--- src/rtl/seq_div8.sv ---
// seq_div8: sequential restoring divider, one quotient bit per clock, start/busy/done handshake.
// Define DIV8_SIGNED_EN for two's-complement operands (magnitude core plus sign fix-up and ovf).
module seq_div8 #(
  parameter int WIDTH = 8
) (
  input  logic             clk,
  input  logic             rst,
  input  logic             start,
  input  logic [WIDTH-1:0] dividend,
  input  logic [WIDTH-1:0] divisor,
  output logic [WIDTH-1:0] quotient,
  output logic [WIDTH-1:0] remainder,
  output logic             busy,
  output logic             done,
  output logic             dz,
  output logic             ovf
);
  localparam int CW = (WIDTH > 1) ? $clog2(WIDTH) : 1;
  localparam logic [CW-1:0] CNT_LAST = CW'(WIDTH - 1);

  typedef enum logic [1:0] {IDLE, RUN, DONE} state_t;

  state_t           state_q, state_d;
  logic [WIDTH:0]   a_q, a_d;
  logic [WIDTH-1:0] q_q, q_d;
  logic [WIDTH-1:0] d_q, d_d;
  logic [CW-1:0]    cnt_q, cnt_d;
  logic [WIDTH-1:0] quotient_q, quotient_d;
  logic [WIDTH-1:0] remainder_q, remainder_d;
  logic             busy_q, busy_d;
  logic             done_q, done_d;
  logic             dz_q, dz_d;

  logic [2*WIDTH:0] aq_shift;
  logic [WIDTH:0]   a_shift, a_next;
  logic [WIDTH-1:0] q_shift, q_next;
  logic [WIDTH-1:0] load_dividend, load_divisor;
  logic [WIDTH-1:0] final_quotient, final_remainder;

`ifdef DIV8_SIGNED_EN
  localparam logic [WIDTH-1:0] MIN_NEG = WIDTH'(1) << (WIDTH - 1);
  logic neg_quot_q, neg_quot_d;
  logic neg_rem_q, neg_rem_d;
  logic ovf_pend_q, ovf_pend_d;
  logic ovf_q, ovf_d;
`endif

  // One restoring step: shift {A,Q} left, keep A-D only when it does not go negative.
  always_comb begin
    aq_shift = {a_q, q_q} << 1;
    a_shift  = aq_shift[2*WIDTH:WIDTH];
    q_shift  = aq_shift[WIDTH-1:0];
    if (a_shift >= {1'b0, d_q}) begin
      a_next = a_shift - {1'b0, d_q};
      q_next = q_shift | WIDTH'(1);
    end else begin
      a_next = a_shift;
      q_next = q_shift;
    end
  end

  always_comb begin
`ifdef DIV8_SIGNED_EN
    load_dividend   = dividend[WIDTH-1] ? ('0 - dividend) : dividend;
    load_divisor    = divisor[WIDTH-1] ? ('0 - divisor) : divisor;
    final_quotient  = neg_quot_q ? ('0 - q_next) : q_next;
    final_remainder = neg_rem_q ? ('0 - a_next[WIDTH-1:0]) : a_next[WIDTH-1:0];
`else
    load_dividend   = dividend;
    load_divisor    = divisor;
    final_quotient  = q_next;
    final_remainder = a_next[WIDTH-1:0];
`endif
  end

  always_comb begin
    state_d     = state_q;
    a_d         = a_q;
    q_d         = q_q;
    d_d         = d_q;
    cnt_d       = cnt_q;
    quotient_d  = quotient_q;
    remainder_d = remainder_q;
    busy_d      = busy_q;
    done_d      = done_q;
    dz_d        = dz_q;
`ifdef DIV8_SIGNED_EN
    neg_quot_d  = neg_quot_q;
    neg_rem_d   = neg_rem_q;
    ovf_pend_d  = ovf_pend_q;
    ovf_d       = ovf_q;
`endif
    case (state_q)
      IDLE: begin
        done_d = 1'b0;
        busy_d = 1'b0;
        if (start) begin
          if (divisor != '0) begin
            state_d = RUN;
            a_d     = '0;
            q_d     = load_dividend;
            d_d     = load_divisor;
            cnt_d   = CNT_LAST;
            busy_d  = 1'b1;
`ifdef DIV8_SIGNED_EN
            neg_quot_d = dividend[WIDTH-1] ^ divisor[WIDTH-1];
            neg_rem_d  = dividend[WIDTH-1];
            ovf_pend_d = (dividend == MIN_NEG) && (divisor == '1);
`endif
          end else begin
            // Divide by zero skips the core and reports straight away.
            state_d     = DONE;
            quotient_d  = '1;
            remainder_d = dividend;
            dz_d        = 1'b1;
            done_d      = 1'b1;
`ifdef DIV8_SIGNED_EN
            ovf_d       = 1'b0;
`endif
          end
        end
      end
      RUN: begin
        a_d = a_next;
        q_d = q_next;
        if (cnt_q == '0) begin
          state_d     = DONE;
          busy_d      = 1'b0;
          done_d      = 1'b1;
          quotient_d  = final_quotient;
          remainder_d = final_remainder;
          dz_d        = 1'b0;
`ifdef DIV8_SIGNED_EN
          ovf_d       = ovf_pend_q;
`endif
        end else begin
          cnt_d = cnt_q - CW'(1);
        end
      end
      DONE: begin
        state_d = IDLE;
        done_d  = 1'b0;
        busy_d  = 1'b0;
      end
      default: state_d = IDLE;
    endcase
  end

  always_ff @(posedge clk or posedge rst) begin
    if (rst) begin
      state_q     <= IDLE;
      a_q         <= '0;
      q_q         <= '0;
      d_q         <= '0;
      cnt_q       <= '0;
      quotient_q  <= '0;
      remainder_q <= '0;
      busy_q      <= 1'b0;
      done_q      <= 1'b0;
      dz_q        <= 1'b0;
`ifdef DIV8_SIGNED_EN
      neg_quot_q  <= 1'b0;
      neg_rem_q   <= 1'b0;
      ovf_pend_q  <= 1'b0;
      ovf_q       <= 1'b0;
`endif
    end else begin
      state_q     <= state_d;
      a_q         <= a_d;
      q_q         <= q_d;
      d_q         <= d_d;
      cnt_q       <= cnt_d;
      quotient_q  <= quotient_d;
      remainder_q <= remainder_d;
      busy_q      <= busy_d;
      done_q      <= done_d;
      dz_q        <= dz_d;
`ifdef DIV8_SIGNED_EN
      neg_quot_q  <= neg_quot_d;
      neg_rem_q   <= neg_rem_d;
      ovf_pend_q  <= ovf_pend_d;
      ovf_q       <= ovf_d;
`endif
    end
  end

  assign quotient  = quotient_q;
  assign remainder = remainder_q;
  assign busy      = busy_q;
  assign done      = done_q;
  assign dz        = dz_q;
`ifdef DIV8_SIGNED_EN
  assign ovf       = ovf_q;
`else
  assign ovf       = 1'b0;
`endif

endmodule

--- config.mk ---
export PLATFORM = sky130hd
export DESIGN_NAME = seq_div8
export DESIGN_NICKNAME = d
export VERILOG_FILES = /design/src/rtl/seq_div8.sv
export SDC_FILE = /design/constraint.sdc
export NUM_CORES = 1
export LEC_CHECK = 0
export CAP_MARGIN = 10
export CORE_MARGIN = 1
export CORE_UTILIZATION = 49
export DETAILED_ROUTE_END_ITERATION = 8
export PLACE_DENSITY_LB_ADDON = 0.1
export SLEW_MARGIN = 20
export SYNTH_ARGS = -nofsm -noshare
export SYNTH_HDL_FRONTEND = slang
export SYNTH_SLANG_ARGS = --single-unit
--- constraint.sdc ---
create_clock -name clk -period 2.2 [get_ports clk]
set_clock_uncertainty 0.2 [all_clocks]
set_input_delay 0.44 -clock clk [delete_from_list [all_inputs] [get_ports clk]]
set_output_delay 0.44 -clock clk [all_outputs]
set_load 0.05 [all_outputs]
==> flow_summary.html <==
<table>
<tr><th>Metric</th><th>Value</th></tr>
<tr><th colspan="2">Clocking</th></tr>
<tr><td>Clock tree from TritonCTS</td><td>built</td></tr>
<tr><td>CTS Hold Bufs</td><td>0</td></tr>
<tr><td>Clk sink count</td><td>48</td></tr>
<tr><td>CTS Buffer Depth</td><td>2</td></tr>
<tr><td>Clock transition time at the flip-flop clock pins of the worst setup and hold paths</td><td>around 0.080 ns</td></tr>
<tr><td>Clock insertion delay at the later pin of the skew report</td><td>slightly below 0.3 ns</td></tr>
<tr><td>Cell at the root of the clock tree</td><td>clkbuf_8</td></tr>
<tr><td>Number of buffers added by the clock tree synthesis step</td><td>5</td></tr>
<tr><td>H-tree levels</td><td>2</td></tr>
<tr><th colspan="2">Yosys</th></tr>
<tr><td>Proportion of register bits with asynchronous set or reset after synthesis</td><td>100.0%</td></tr>
<tr><td>Yosys top cell area share</td><td>between 40% and 50%</td></tr>
<tr><td>Post-synthesis compound-gate area fraction</td><td>between 10% and 20%</td></tr>
<tr><td>Netlist Area Pre-Place</td><td>approximately 2700 um2</td></tr>
<tr><td>Per-instance average area after synthesis</td><td>about 9.7 um2</td></tr>
<tr><td>Synth Register Bits</td><td>48</td></tr>
<tr><td>Top cells by count, synth</td><td>dfrtp_1 (48), nand2_1 (31), inv_1 (25)</td></tr>
<tr><td>Net count after synthesis</td><td>308</td></tr>
<tr><td>Combinational family with the most area after synthesis</td><td>compound AO/OA/AOI/OAI gates</td></tr>
<tr><td>Library cell occupying the most area in the post-synthesis netlist</td><td>dfrtp_1</td></tr>
<tr><td>Xor and xnor fraction of the mapped netlist area</td><td>less than 1%</td></tr>
<tr><td>Leading post-synthesis cells by cell area</td><td>dfrtp_1 (45%), mux2i_1 (7.5%), ha_1 (6.1%), o21ai_0 (4.5%), nand2_1 (4.4%)</td></tr>
<tr><td>Post-synth EDFFs</td><td>0</td></tr>
<tr><td>Fraction of synthesized area in multiplexers</td><td>about an eighth</td></tr>
<tr><td>Share of synthesized area occupied by flip-flops and latches</td><td>between 40 and 50%</td></tr>
<tr><td>Count of cell types in the netlist</td><td>44</td></tr>
<tr><td>Yosys warnings</td><td>0</td></tr>
<tr><td>Most used flip-flop cell after synthesis</td><td>dfrtp_1</td></tr>
<tr><td>Gate count after technology mapping</td><td>~280</td></tr>
<tr><td>Area share of fa/ha/maj cells after synthesis</td><td>under 10%</td></tr>
<tr><td>Top-count cell post-synth</td><td>dfrtp_1</td></tr>
<tr><td>Area fraction in and, or, nand and nor cells after synthesis</td><td>~13%</td></tr>
<tr><th colspan="2">STA</th></tr>
<tr><td>Maximum frequency from static timing analysis</td><td>approximately 420 MHz</td></tr>
<tr><td>Final Hold Viols</td><td>0</td></tr>
<tr><td>Total negative slack for setup checks</td><td>-0.5447 ns</td></tr>
<tr><td>Actual transition at the worst max-transition pin</td><td>slightly above 0.5 ns</td></tr>
<tr><td>Normalized max-slew margin</td><td>between 60% and 70%</td></tr>
<tr><td>Final clock period utilization by the worst path</td><td>107.1%</td></tr>
<tr><td>Max-slew violation total from the final report</td><td>0</td></tr>
<tr><td>Final min period</td><td>between 2 and 2.5 ns</td></tr>
<tr><td>Total of endpoints with negative setup slack in the final report</td><td>10</td></tr>
<tr><td>RSZ-0062 raised after global routing</td><td>yes</td></tr>
<tr><td>Worst setup margin</td><td>-0.1555 ns</td></tr>
<tr><th colspan="2">Route</th></tr>
<tr><td>Via-to-Cell Ratio</td><td>5.350</td></tr>
<tr><td>Number of remaining DRC errors</td><td>0</td></tr>
<tr><td>Wire length per cell</td><td>around 15 um</td></tr>
<tr><td>Number of DRC violations after detailed-routing iteration 0</td><td>55</td></tr>
<tr><td>Total routed wirelength</td><td>between 6 and 7 mm</td></tr>
<tr><td>Total number of vias</td><td>between 2000 and 2500</td></tr>
<tr><td>Drt first pass iters</td><td>4</td></tr>
<tr><td>Routed Antenna Nets</td><td>0</td></tr>
<tr><th colspan="2">Worst setup path</th></tr>
<tr><td>CP delay by family, top</td><td>compound AO/OA/AOI/OAI gates</td></tr>
<tr><td>Data required, critical path</td><td>roughly 2.2 ns</td></tr>
<tr><td>Slowest library cell on the worst path</td><td>dfrtp_1</td></tr>
<tr><td>CP max stage delay</td><td>approximately 0.4 ns</td></tr>
<tr><td>Critical path start-end classification</td><td>reg2reg</td></tr>
<tr><td>Series of cell instances along the critical path</td><td>inv_2, ha_4, fa_2, nor2b_2, o31a_1, o21a_1, o21ai_1, or3b_4, a31oi_1</td></tr>
<tr><td>Crit path max fanout</td><td>2</td></tr>
<tr><td>Startpoint Class</td><td>flop</td></tr>
<tr><td>Crit path buf inv count</td><td>1</td></tr>
<tr><td>Arrival time of data at the critical path endpoint</td><td>2.37 ns</td></tr>
<tr><td>Critical path capture point type</td><td>flop</td></tr>
<tr><th colspan="2">Placement</th></tr>
<tr><td>Port Buffers</td><td>37</td></tr>
<tr><td>Post-detailed-placement half-perimeter wirelength</td><td>4.404 mm</td></tr>
<tr><td>Number of instances in the placed design</td><td>403</td></tr>
<tr><td>Final RePlAce weighted congestion</td><td>just over 0.8</td></tr>
<tr><th colspan="2">Global routing</th></tr>
<tr><td>All-Layer GR Usage</td><td>between 20% and 30%</td></tr>
<tr><td>Initial antenna violation count</td><td>0</td></tr>
<tr><td>Largest net degree at the start of global routing</td><td>roughly 50</td></tr>
<tr><td>Number of global-route vias before repair</td><td>2180</td></tr>
<tr><td>Overall overflow remaining after global route</td><td>0</td></tr>
<tr><td>Wire length of the first global-routing pass</td><td>about 10 mm</td></tr>
<tr><th colspan="2">Layout</th></tr>
<tr><td>Antenna diode count</td><td>0</td></tr>
<tr><td>Filler Cell Count</td><td>403</td></tr>
<tr><td>Fraction of layout cells with a size suffix above 1</td><td>24.50%</td></tr>
<tr><td>Count of non-filler cells in the finished layout</td><td>approximately 420</td></tr>
<tr><td>Layout overhead on the synthesized area</td><td>36.75%</td></tr>
<tr><td>Layout net count</td><td>380</td></tr>
<tr><th colspan="2">Floorplanning</th></tr>
<tr><td>Die outline width</td><td>between 70 and 80 um</td></tr>
<tr><td>Overall die area</td><td>between 5000 and 6000 um2</td></tr>
<tr><td>Ports</td><td>39</td></tr>
<tr><td>Std-Cell Core Area</td><td>about 5200 um2</td></tr>
<tr><td>Initial cell density of the core</td><td>just over 50%</td></tr>
<tr><td>Die height</td><td>approximately 76 um</td></tr>
<tr><td>Standard-cell row count</td><td>26</td></tr>
<tr><th colspan="2">Power</th></tr>
<tr><td>Power density over the cells</td><td>~1500 nW/um2</td></tr>
<tr><td>Cell leakage power</td><td>between 1.5 and 2 nW</td></tr>
<tr><td>Worst IR drop on VDD</td><td>0.9864 mV</td></tr>
<tr><th colspan="2">Flow run</th></tr>
<tr><td>Number of maximum-capacitance constraint violations</td><td>0</td></tr>
<tr><th colspan="2">Status</th></tr>
<tr><td>Failing checks</td><td>negative setup slack</td></tr>
<tr><td>Outcome</td><td>finished with violations</td></tr>
<tr><th colspan="2">Min path</th></tr>
<tr><td>Worst min path class</td><td>in2reg</td></tr>
</table>
[metrics by stage]
stage / worst slack (ns) / utilization [%] / total power [W] / hold WS [ns] / instance area, um2
2_1_floorplan: 0.01167 / - / 0.003624 / 0.2498 / 2675
5_1_grt: -0.2250 / 70.39 / 0.005884 / 0.2898 / 3641
4_1_cts: -0.1309 / 68.67 / 0.005363 / 0.2961 / 3552
3_5_place_dp: -0.4506 / 65.00 / 0.004676 / 0.2832 / 3362
6_report: -0.1555 / 70.39 / 0.005494 / 0.2812 / 3641
3_3_place_gp: -0.3033 / 65.00 / 0.004612 / 0.2674 / 3362
[layer usage]
layer  up-vias  share of wire (%)  track usage [%]  routed length (um)
li1       1097                  -                -                   -
met1      1069                 45            29.50                2765
met2        54                 51            41.27                3132
met3        11                3.1            3.175                 191
met4         0                1.7            9.053                 108
met5         -                  0                0                   0
[worst paths after layout]
path                            slack [ns]  depth (start not counted)          end       start
worst max register to register       -0.16                          9       a_q[6]      q_q[7]
max in group asynchronous             1.28                          3       d_q[6]         rst
worst min register to register        0.29                          1     cnt_q[0]    cnt_q[0]
worst max-delay path                 -0.16                          9       a_q[6]      q_q[7]
min in group asynchronous             0.31                          3  quotient[3]         rst
worst min-delay path                  0.28                          2       d_q[7]  divisor[7]
[kinds of logic after synthesis]
group | after synthesis
other | 1
multiplexers | 30
XOR/XNOR | 3
adder cells (fa/ha/maj) | 14
AND/OR/NAND/NOR | 72
buffers and inverters | 36
AO/OA/AOI/OAI | 71
flip-flops | 48
[worst register-to-register path, cell delays in order, from the launching register on]
cell,delay (ns)
dfrtp_1,0.41
inv_2,0.09
ha_4,0.14
fa_2,0.21
nor2b_2,0.05
o31a_1,0.30
o21a_1,0.20
o21ai_1,0.11
or3b_4,0.39
a31oi_1,0.18
[power breakdown]
group          switching, W  total (W)  internal (W)  leakage, nW
clock network      0.000286   0.000503      0.000217       0.0410
logic               0.00191    0.00349       0.00158         1.07
registers          0.000241    0.00150       0.00126        0.570
total               0.00244    0.00549       0.00305         1.68
[cell usage in the layout, fill, tap and decap left out, types with 2 or more instances in the layout]
cell type        count
buf_12               4
mux2_4               2
a31oi_1             14
nand2_1             30
a21oi_1             13
nor3_1               2
mux2_2               8
or2_2                6
and2_1               2
o21ai_2              2
xnor2_1              2
o21ai_1              3
nor2b_1              4
dfrtp_1             48
o2bb2ai_1            2
ha_1                 9
nand3_1              5
o21ai_0             22
inv_2                3
nor4_4               2
buf_4               33
a211oi_2             2
inv_1               22
dlymetal6s2s_1       7
mux2i_1             19
buf_6                2
clkdlybuf4s50_1     29
and2_4               2
o21a_1               2
clkbuf_8             5
nand2b_1             3
nor2_1              11
ha_4                 4
[state kept, by name, summed over array words and instances, names as in the netlist]
name,cells
dz,1
d_q,8
remainder,8
a_q,8
state_q,2
quotient,8
q_q,8
done,1
cnt_q,3
busy,1
[area by class of cell]
cell class              count  area, um2  share of cell area [%]
repair buffers             76      753.2                   20.69
well taps                  70      87.58                   2.405
clock inverters             1      5.005                  0.1375
clock buffers               6      72.57                   1.993
flip-flops and latches     48       1201                   32.99
multi-input cells         191       1428                   39.21
inverters                  25      93.84                   2.577
[repair_timing]
item                                    4_1_cts  5_1_grt
endpoints found under the setup margin       39       39
pin swaps                                    14        8
endpoints found under the hold margin         0        0
buffers inserted                              4        2
cloned                                        0        1
gates resized for setup                      21       13
Power figures use the tool's default switching activity.
